`src/rtl/fpu_unpack_norm_if.sv`:
```
// Operand-in / unpacked-result-out handshake bundle for the FPU operand front end.
// The slave side is the unpacker; the master side is the surrounding pipeline.
interface fpu_unpack_norm_if;
    logic        in_valid;
    logic        in_ready;
    logic [31:0] in_data;
    logic        out_valid;
    logic        out_ready;
    logic        out_sign;
    logic [9:0]  out_exp;
    logic [23:0] out_sig;
    logic [31:0] out_class;
    logic [31:0] out_raw;

    modport slave (
        input  in_valid, in_data, out_ready,
        output in_ready, out_valid, out_sign, out_exp, out_sig, out_class, out_raw
    );

    modport master (
        output in_valid, in_data, out_ready,
        input  in_ready, out_valid, out_sign, out_exp, out_sig, out_class, out_raw
    );
endinterface

```
`src/rtl/fpu_unpack_norm.sv`:
```
// binary32 operand unpack into sign / unbiased exponent / explicit-bit significand,
// with subnormals normalized one left shift per cycle, plus one-hot class and raw copy.
//   state | meaning
//   IDLE  | no result held, ready for an operand
//   NORM  | shifting a subnormal significand left, one bit per cycle
//   HOLD  | result valid, waiting for the consumer
module fpu_unpack_norm (
    input  logic             clk,
    input  logic             rst_n,
    input  logic             flush,
    fpu_unpack_norm_if.slave bus
);
    typedef enum logic [1:0] {
        IDLE = 2'd0,
        NORM = 2'd1,
        HOLD = 2'd2
    } state_t;

    state_t      state_q, state_d;
    logic        out_valid_q, out_valid_d;
    logic        sign_q, sign_d;
    logic [9:0]  exp_q, exp_d;
    logic [23:0] sig_q, sig_d;
    logic [31:0] class_q, class_d;
    logic [31:0] raw_q, raw_d;

    logic        in_sign;
    logic [7:0]  in_e;
    logic [22:0] in_f;
    logic        e_zero, e_max, f_zero;
    logic        in_sub;
    logic [9:0]  in_exp;
    logic [23:0] in_sig;
    logic [31:0] in_class;
    logic        accept;

    assign in_sign = bus.in_data[31];
    assign in_e    = bus.in_data[30:23];
    assign in_f    = bus.in_data[22:0];
    assign e_zero  = (in_e == 8'h00);
    assign e_max   = (in_e == 8'hFF);
    assign f_zero  = (in_f == 23'd0);
    assign accept  = bus.in_valid && bus.in_ready;

    always_comb begin
        in_sub   = 1'b0;
        in_exp   = 10'd0;
        in_sig   = 24'd0;
        in_class = 32'd0;
        if (e_max) begin
            in_exp = 10'd128;
            in_sig = {1'b0, in_f};
            if (f_zero)
                in_class = in_sign ? 32'h0000_0001 : 32'h0000_0080;
            else if (in_f[22])
                in_class = 32'h0000_0200;
            else
                in_class = 32'h0000_0100;
        end else if (e_zero) begin
            if (f_zero) begin
                in_class = in_sign ? 32'h0000_0008 : 32'h0000_0010;
            end else begin
                // -126 in 10-bit two's complement; NORM walks it down from here
                in_sub   = 1'b1;
                in_exp   = 10'h382;
                in_sig   = {1'b0, in_f};
                in_class = in_sign ? 32'h0000_0004 : 32'h0000_0020;
            end
        end else begin
            in_exp   = {2'b00, in_e} - 10'd127;
            in_sig   = {1'b1, in_f};
            in_class = in_sign ? 32'h0000_0002 : 32'h0000_0040;
        end
    end

    always_ff @(posedge clk or negedge rst_n) begin
        if (!rst_n) begin
            state_q     <= IDLE;
            out_valid_q <= 1'b0;
            sign_q      <= 1'b0;
            exp_q       <= 10'd0;
            sig_q       <= 24'd0;
            class_q     <= 32'd0;
            raw_q       <= 32'd0;
        end else begin
            state_q     <= state_d;
            out_valid_q <= out_valid_d;
            sign_q      <= sign_d;
            exp_q       <= exp_d;
            sig_q       <= sig_d;
            class_q     <= class_d;
            raw_q       <= raw_d;
        end
    end

    always_comb begin
        state_d = state_q;
        if (flush) begin
            state_d = IDLE;
        end else begin
            case (state_q)
                IDLE: if (accept) state_d = in_sub ? NORM : HOLD;
                // bit 22 set now means bit 23 is set after this cycle's shift
                NORM: if (sig_q[22]) state_d = HOLD;
                HOLD: begin
                    if (accept)
                        state_d = in_sub ? NORM : HOLD;
                    else if (bus.out_ready)
                        state_d = IDLE;
                end
                default: state_d = IDLE;
            endcase
        end
    end

    always_comb begin
        sign_d  = sign_q;
        exp_d   = exp_q;
        sig_d   = sig_q;
        class_d = class_q;
        raw_d   = raw_q;
        if (accept) begin
            sign_d  = in_sign;
            exp_d   = in_exp;
            sig_d   = in_sig;
            class_d = in_class;
            raw_d   = bus.in_data;
        end else if (state_q == NORM && !flush) begin
            sig_d = {sig_q[22:0], 1'b0};
            exp_d = exp_q - 10'd1;
        end
        out_valid_d = (state_d == HOLD);
    end

    always_comb begin
        bus.in_ready = 1'b0;
        if (!flush) begin
            case (state_q)
                IDLE:    bus.in_ready = 1'b1;
                HOLD:    bus.in_ready = bus.out_ready;
                default: bus.in_ready = 1'b0;
            endcase
        end
        bus.out_valid = out_valid_q;
        bus.out_sign  = sign_q;
        bus.out_exp   = exp_q;
        bus.out_sig   = sig_q;
        bus.out_class = class_q;
        bus.out_raw   = raw_q;
    end
endmodule
```
`src/flat_wrapper.sv`:
```
// flat-port wrapper written by rule: the top's interface ports become plain ports
module fpu_unpack_norm_flat 
  (clk, rst_n, flush, bus_in_valid, bus_in_data, bus_out_ready, bus_in_ready, bus_out_valid, bus_out_sign, bus_out_exp, bus_out_sig, bus_out_class, bus_out_raw);
  fpu_unpack_norm_if bus_i ();
  input  logic clk;
  input  logic rst_n;
  input  logic flush;
  input wire logic [$bits(bus_i.in_valid)-1:0] bus_in_valid;
  input wire logic [$bits(bus_i.in_data)-1:0] bus_in_data;
  input wire logic [$bits(bus_i.out_ready)-1:0] bus_out_ready;
  output wire logic [$bits(bus_i.in_ready)-1:0] bus_in_ready;
  output wire logic [$bits(bus_i.out_valid)-1:0] bus_out_valid;
  output wire logic [$bits(bus_i.out_sign)-1:0] bus_out_sign;
  output wire logic [$bits(bus_i.out_exp)-1:0] bus_out_exp;
  output wire logic [$bits(bus_i.out_sig)-1:0] bus_out_sig;
  output wire logic [$bits(bus_i.out_class)-1:0] bus_out_class;
  output wire logic [$bits(bus_i.out_raw)-1:0] bus_out_raw;
  assign bus_i.in_valid = bus_in_valid;
  assign bus_i.in_data = bus_in_data;
  assign bus_i.out_ready = bus_out_ready;
  assign bus_in_ready = bus_i.in_ready;
  assign bus_out_valid = bus_i.out_valid;
  assign bus_out_sign = bus_i.out_sign;
  assign bus_out_exp = bus_i.out_exp;
  assign bus_out_sig = bus_i.out_sig;
  assign bus_out_class = bus_i.out_class;
  assign bus_out_raw = bus_i.out_raw;
  fpu_unpack_norm u_core (.clk(clk), .rst_n(rst_n), .flush(flush), .bus(bus_i));
endmodule
```
`config.mk`:
```
export PLATFORM = sky130hd
export DESIGN_NAME = fpu_unpack_norm_flat
export DESIGN_NICKNAME = d
export VERILOG_FILES = /design/src/rtl/fpu_unpack_norm_if.sv /design/src/rtl/fpu_unpack_norm.sv /design/src/flat_wrapper.sv
export SDC_FILE = /design/constraint.sdc
export NUM_CORES = 1
export LEC_CHECK = 0
export ABC_CLOCK_PERIOD_IN_PS = 2000
export BUFFER_PORTS_ARGS = -buffer_cell sky130_fd_sc_hd__buf_2
export CORE_MARGIN = 2
export CORE_UTILIZATION = 50
export CTS_CLUSTER_DIAMETER = 30
export CTS_CLUSTER_SIZE = 30
export DETAILED_ROUTE_END_ITERATION = 8
export GPL_ROUTABILITY_DRIVEN = 0
export PLACE_DENSITY = 0.81
export SYNTH_ARGS = -nofsm -noshare
export SYNTH_HDL_FRONTEND = slang
export SYNTH_SLANG_ARGS = --single-unit
```
`constraint.sdc`:
```
create_clock -name clk -period 2 [get_ports clk]
set_clock_uncertainty 0.15 [all_clocks]
set_input_delay 0.4 -clock clk [delete_from_list [all_inputs] [get_ports clk]]
set_output_delay 0.4 -clock clk [all_outputs]
set_load 0.005 [all_outputs]
```
## Word-level counts from Yosys, hierarchy flattened

Index checks and enable logic that the tools add are counted.

- Reductions and logical operators: 7
- Muxes and demuxes: 31
- Add/subtract/negate cells: 2
- Equal/unequal tests: 4

Operator list:

| kind | count |
|---|---|
| 32-bit 2-to-1 mux | 4 |
| 24-bit 2-to-1 mux | 4 |
| 10-bit 2-to-1 mux | 6 |
| 23-bit zero test | 1 |
| 23-bit 2-to-1 mux | 1 |
| 2-bit 2-to-1 mux | 6 |
| 10-bit by 1-bit subtractor with 10-bit output (second input constant) | 1 |
| 8-bit by 7-bit subtractor with 9-bit output (second input constant) | 1 |
| 8-bit == test (second input constant) | 1 |
| 8-bit zero test | 1 |
| 8-bit 2-to-1 mux | 1 |
| 7-bit 2-to-1 mux | 1 |
| 6-bit 2-to-1 mux | 1 |
| 2-bit one-hot mux with 3 select lines | 1 |
| 5-bit 2-to-1 mux | 1 |
| 2-bit == test (second input constant) | 2 |
| 1-bit 2-to-1 mux | 4 |
| 2-bit by 1-bit == test with 1-bit output (second input constant) | 1 |
| 1-bit logical AND | 2 |
| 2-bit zero test | 1 |
| 1-bit one-hot mux with 2 select lines | 1 |
| 2-bit nonzero test | 1 |
| 1-bit zero test | 1 |

- Output and inout bits: 101
- Flip-flop bits (word level): 102

## Depth between registers and ports, before layout

- Depth in word-level cells: 9
- Mapped depth: 7

## Worst setup path before layout

No wires, ideal clock.

- Path kind: register -> register
- Start point: register u_core.exp_q[0], in the netlist u_core.bus.out_exp[0]
- End point: register u_core.exp_q[6], in the netlist u_core.bus.out_exp[6]
- Path buffers: 0
- Arrival: 1.567 ns
- Path slack: 0.165 ns
- Library setup time: 0.119 ns
- Stages on the path, launching flop included: 8
- Cell sequence: dfrtp_1 > inv_1 > ha_1 > or3b_1 > nor2_1 > and4_1 > o32ai_1 > o21a_1

- Word-level cells in the longest chain between the ends: 3

RTL lines:

| item | RTL line | text |
|---|---|---|
| start: declaration | fpu_unpack_norm.sv:22 | `logic [9:0] exp_q, exp_d;` |
| start signal: assignment | fpu_unpack_norm.sv:89 | `exp_q <= exp_d;` |
| 10-bit by 1-bit subtractor with 10-bit output | fpu_unpack_norm.sv:130 | `exp_d = exp_q - 10'd1;` |
| 10-bit 2-to-1 mux | fpu_unpack_norm.sv:128 | `end else if (state_q == NORM && !flush) begin` |
| 10-bit 2-to-1 mux | fpu_unpack_norm.sv:122 | `if (accept) begin` |

Every way passes these cells. The select of a mux whose other input is x is not followed.
A chain may end at the register's enable or synchronous reset.

## Final worst setup path

- Start point: register u_core.state_q[1]
- End point: register u_core.exp_q[3], in the netlist u_core.bus.out_exp[3]

- Word-level cells in the longest chain between the ends: 5
- Elaborated cells on any way between the ends: 9
- Those cells by class: eq/ne (2); mux (3); reduce/logical (4)

RTL lines:

| item | RTL line | text |
|---|---|---|
| start: declaration | fpu_unpack_norm.sv:19 | `state_t state_q, state_d;` |
| start signal: assignment | fpu_unpack_norm.sv:86 | `state_q <= state_d;` |
| 2-bit == test / 2-bit zero test (equally long branches) | fpu_unpack_norm.sv:138 | `case (state_q)` |
| 1-bit one-hot mux with 2 select lines | fpu_unpack_norm.sv:138 |  |
| 1-bit 2-to-1 mux | fpu_unpack_norm.sv:137 | `if (!flush) begin` |
| 1-bit logical AND | fpu_unpack_norm.sv:43 | `assign accept = bus.in_valid && bus.in_ready;` |
| 10-bit 2-to-1 mux / 2-bit nonzero test (equally long branches) | - |  |

Several ways; a longest one is shown, not always the timed one.

==> out/qor.csv <==
stage,metric,value,unit
synthesis,ys async rst share,100,%
synthesis,Mapped Cells,394,
drt,routed via count,3333,
clocking,CTS tree,done,
setup_path,CP bufs+invs,1,
timing,fin. max-slew vios,0,
timing,RSZ-0062 raised after global routing,false,
global_routing,GRT busiest layer,met2,
floorplanning,row count,31,
power_and_ir_drop,Leak,2.43,nW
drt,Routed WL,9550,µm
floorplanning,Die W,90.8,µm
synthesis,synth unique cells,52,
clocking,clock slew at reported path FFs,0.09,ns
run_status,status,"finished, final reports clean",
timing,Tmin final,1.96,ns
worst_hold_path,Hold WC Path Type,in2reg,
finish,area grow syn2layout,25.1,%
global_routing,first-pass GRT wire length,15900,µm
power_and_ir_drop,PD cells,833,nW/µm²
finish,layout cell share with drive strength beyond 1,30.4,%
synthesis,share of the synthesized area in the top cell type,52.5,%
global_routing,antenna violations before repair,0,
setup_path,Worst EP required,2.15,ns
job,max_cap viols,0,
setup_path,CP Max Fanout,5,
clocking,CTS max path bufs,2,
timing,count of final setup violators,0,
synthesis,"count leader, synth",nand2_1,
setup_path,CP startpoint kind,flip-flop,
floorplanning,die span in y,90.8,µm
synthesis,Syn Area/Cell,9.56,µm²
clocking,clock sinks,79,
placed_design,hpwl dp,7110,µm
setup_path,Crit Path Class,reg2reg,
clocking,H-tree levels,3,
finish,Final Non-Filler Cells,625,
timing,fin crit share,97.8,%
floorplanning,Die ar.,8240,µm²
global_routing,M1 GR Usage,32.0,%
synthesis,Synth area leader,dfrtp_1,
setup_path,worst path arrival time,2.11,ns
clocking,"Clk Latency, worst-skew pair",0.36,ns
synthesis,post-synthesis cell area,3760,µm²
global_routing,largest net degree at the start of global routing,51,
synthesis,most frequent cells after synthesis,"nand2_1 (112), dfrtp_1 (79), o21ai_0 (33)",
setup_path,Worst path top cell family by delay,simple AND/OR/NAND/NOR gates,
synthesis,Yosys reg bits,79,
drt,First DRT Iteration DRCs,190,
global_routing,Total Routing Usage GR,23.9,%
clocking,"Setup Fix Bufs, Post-CTS",0,
global_routing,GR Overflow Total,0,
placed_design,DP Cell Count,608,
power_and_ir_drop,maximum VDD drop,0.000577,V
drt,DR WL/cell,15.3,µm
global_routing,M2 GR Usage,37.7,%
setup_path,max incr delay on CP,0.42,ns
drt,remaining antenna violation count after routing,0,
setup_path,crit path max-delay cell type,dfrtp_1,
synthesis,Synth area leaders,"dfrtp_1 (53%), nand2_1 (11%), mux2i_1 (5.8%)",
drt,drc violations,0,
timing,hold_ws,0.104,ns
setup_path,crit path cell chain,nor2b_4 > nand3b_1 > buf_4 > nor3_1 > o21a_1 > o22a_1,
clocking,TritonCTS Buffers,9,
floorplanning,starting density of the core,51.9,%
floorplanning,Ports,138,
timing,count of final hold-check violations,0,
global_routing,vias in the first global route,3294,
timing,fmax,511,MHz
synthesis,most common flop cell mapped by yosys,dfrtp_1,
finish,diode count,0,
floorplanning,total core area,7250,µm²
drt,routed vias/inst,5.33,
synthesis,YS warnings,0,
clocking,Root Driver,clkbuf_8,
finish,nets,561,
synthesis,sequential area share after synthesis,52.5,%
synthesis,"EDFF count, synth",0,
placed_design,Port-buffer cells,115,
global_routing,met3 Use GR,6.26,%
drt,1st-pass router iterations,4,
setup_path,critical path capture point type,flip-flop,
-- final cells by class --
type / instances / area, µm²
repair buffers: 134 / 773
fillers: 603 / 2540
flip-flops and latches: 79 / 1980
inverters: 8 / 30.0
multi-input cells: 289 / 1600
well taps: 99 / 124
clock inverters: 7 / 80.1
clock buffers: 9 / 124
-- kinds of logic after synthesis --
| group | synth area share [%] |
|---|---|
| fa+ha+maj | 0.997 |
| mux | 5.85 |
| simple gates | 20.5 |
| xor+xnor | 1.40 |
| compound gates | 11.1 |
| flops | 52.5 |
| other cells | 0.0996 |
| buf+inv | 7.54 |
-- tightest hold or removal path, stage by stage --
cell,delay [ns]
buf_2,0.09
nand2_1,0.06
nand2_1,0.05
-- stage by stage --
step | setup WS [ns] | instance area (µm²) | util, % | total power [mW] | setup TNS, ns
4_1_cts | 0.00374 | 4700 | 64.8 | 3.93 | 0
6_report | 0.0441 | 4710 | 64.9 | 3.92 | 0
2_1_floorplan | 0.165 | 3840 | - | 2.32 | 0
5_1_grt | 0.00797 | 4710 | 64.9 | 4.12 | 0
3_3_place_gp | -0.0190 | 4480 | 61.8 | 2.67 | -0.0371
3_5_place_dp | -0.101 | 4480 | 61.8 | 2.70 | -0.347
-- state kept, by name, summed over array words and instances (netlist names) --
name and count:
u_core.bus.out_raw 32, u_core.bus.out_sig 24, u_core.bus.out_class 10, u_core.bus.out_exp 10, u_core.state_q 2, u_core.bus.out_valid 1
-- per-layer routing --
metal	vias up	wire length, µm	part of all wire (%)
met4	0	148	1.5
li1	1552	-	-
met3	13	818	8.6
met1	1606	4110	43
met2	162	4480	47
met5	-	0	0
-- path summary, 6_finish.rpt --
kind / from / to / slack, ns / depth (start not counted)
max: u_core.state_q[1] / u_core.bus.out_exp[3] / 0.04 / 6
min: bus_in_data[21] / u_core.bus.out_raw[21] / 0.10 / 3
max reg2reg: u_core.state_q[1] / u_core.bus.out_exp[3] / 0.04 / 6
min reg2reg: u_core.bus.out_raw[30] / u_core.bus.out_raw[30] / 0.33 / 2
max in group asynchronous: rst_n / u_core.bus.out_raw[3] / 0.78 / 3
min in group asynchronous: rst_n / u_core.bus.out_valid / 0.34 / 2
-- what timing repair did --
item / in CTS / in global routing
resized for setup: 0 / 3
endpoints found under the hold margin: 25 / 0
setup endpoints to repair: 0 / 2
hold buffers: 1 / 0
-- power breakdown --
group | internal, mW | switching, mW
clock network | 0.592 | 0.650
logic | 0.343 | 0.395
registers | 1.79 | 0.150
total | 2.73 | 1.20
-- cells in the final DEF, fill, tap and decap left out, types with 4 or more instances in the layout --
| cell type | instances |
|---|---|
| o21a_1 | 4 |
| buf_4 | 15 |
| nand2_1 | 112 |
| conb_1 | 22 |
| nand3_1 | 7 |
| o21ai_0 | 33 |
| a21oi_1 | 7 |
| clkbuf_8 | 9 |
| nor3_1 | 8 |
| inv_1 | 8 |
| xnor2_1 | 5 |
| buf_12 | 4 |
| buf_2 | 114 |
| and3_1 | 5 |
| nor2_1 | 14 |
| mux2i_1 | 22 |
| dfrtp_1 | 79 |
(Power assumes the default switching activity.)
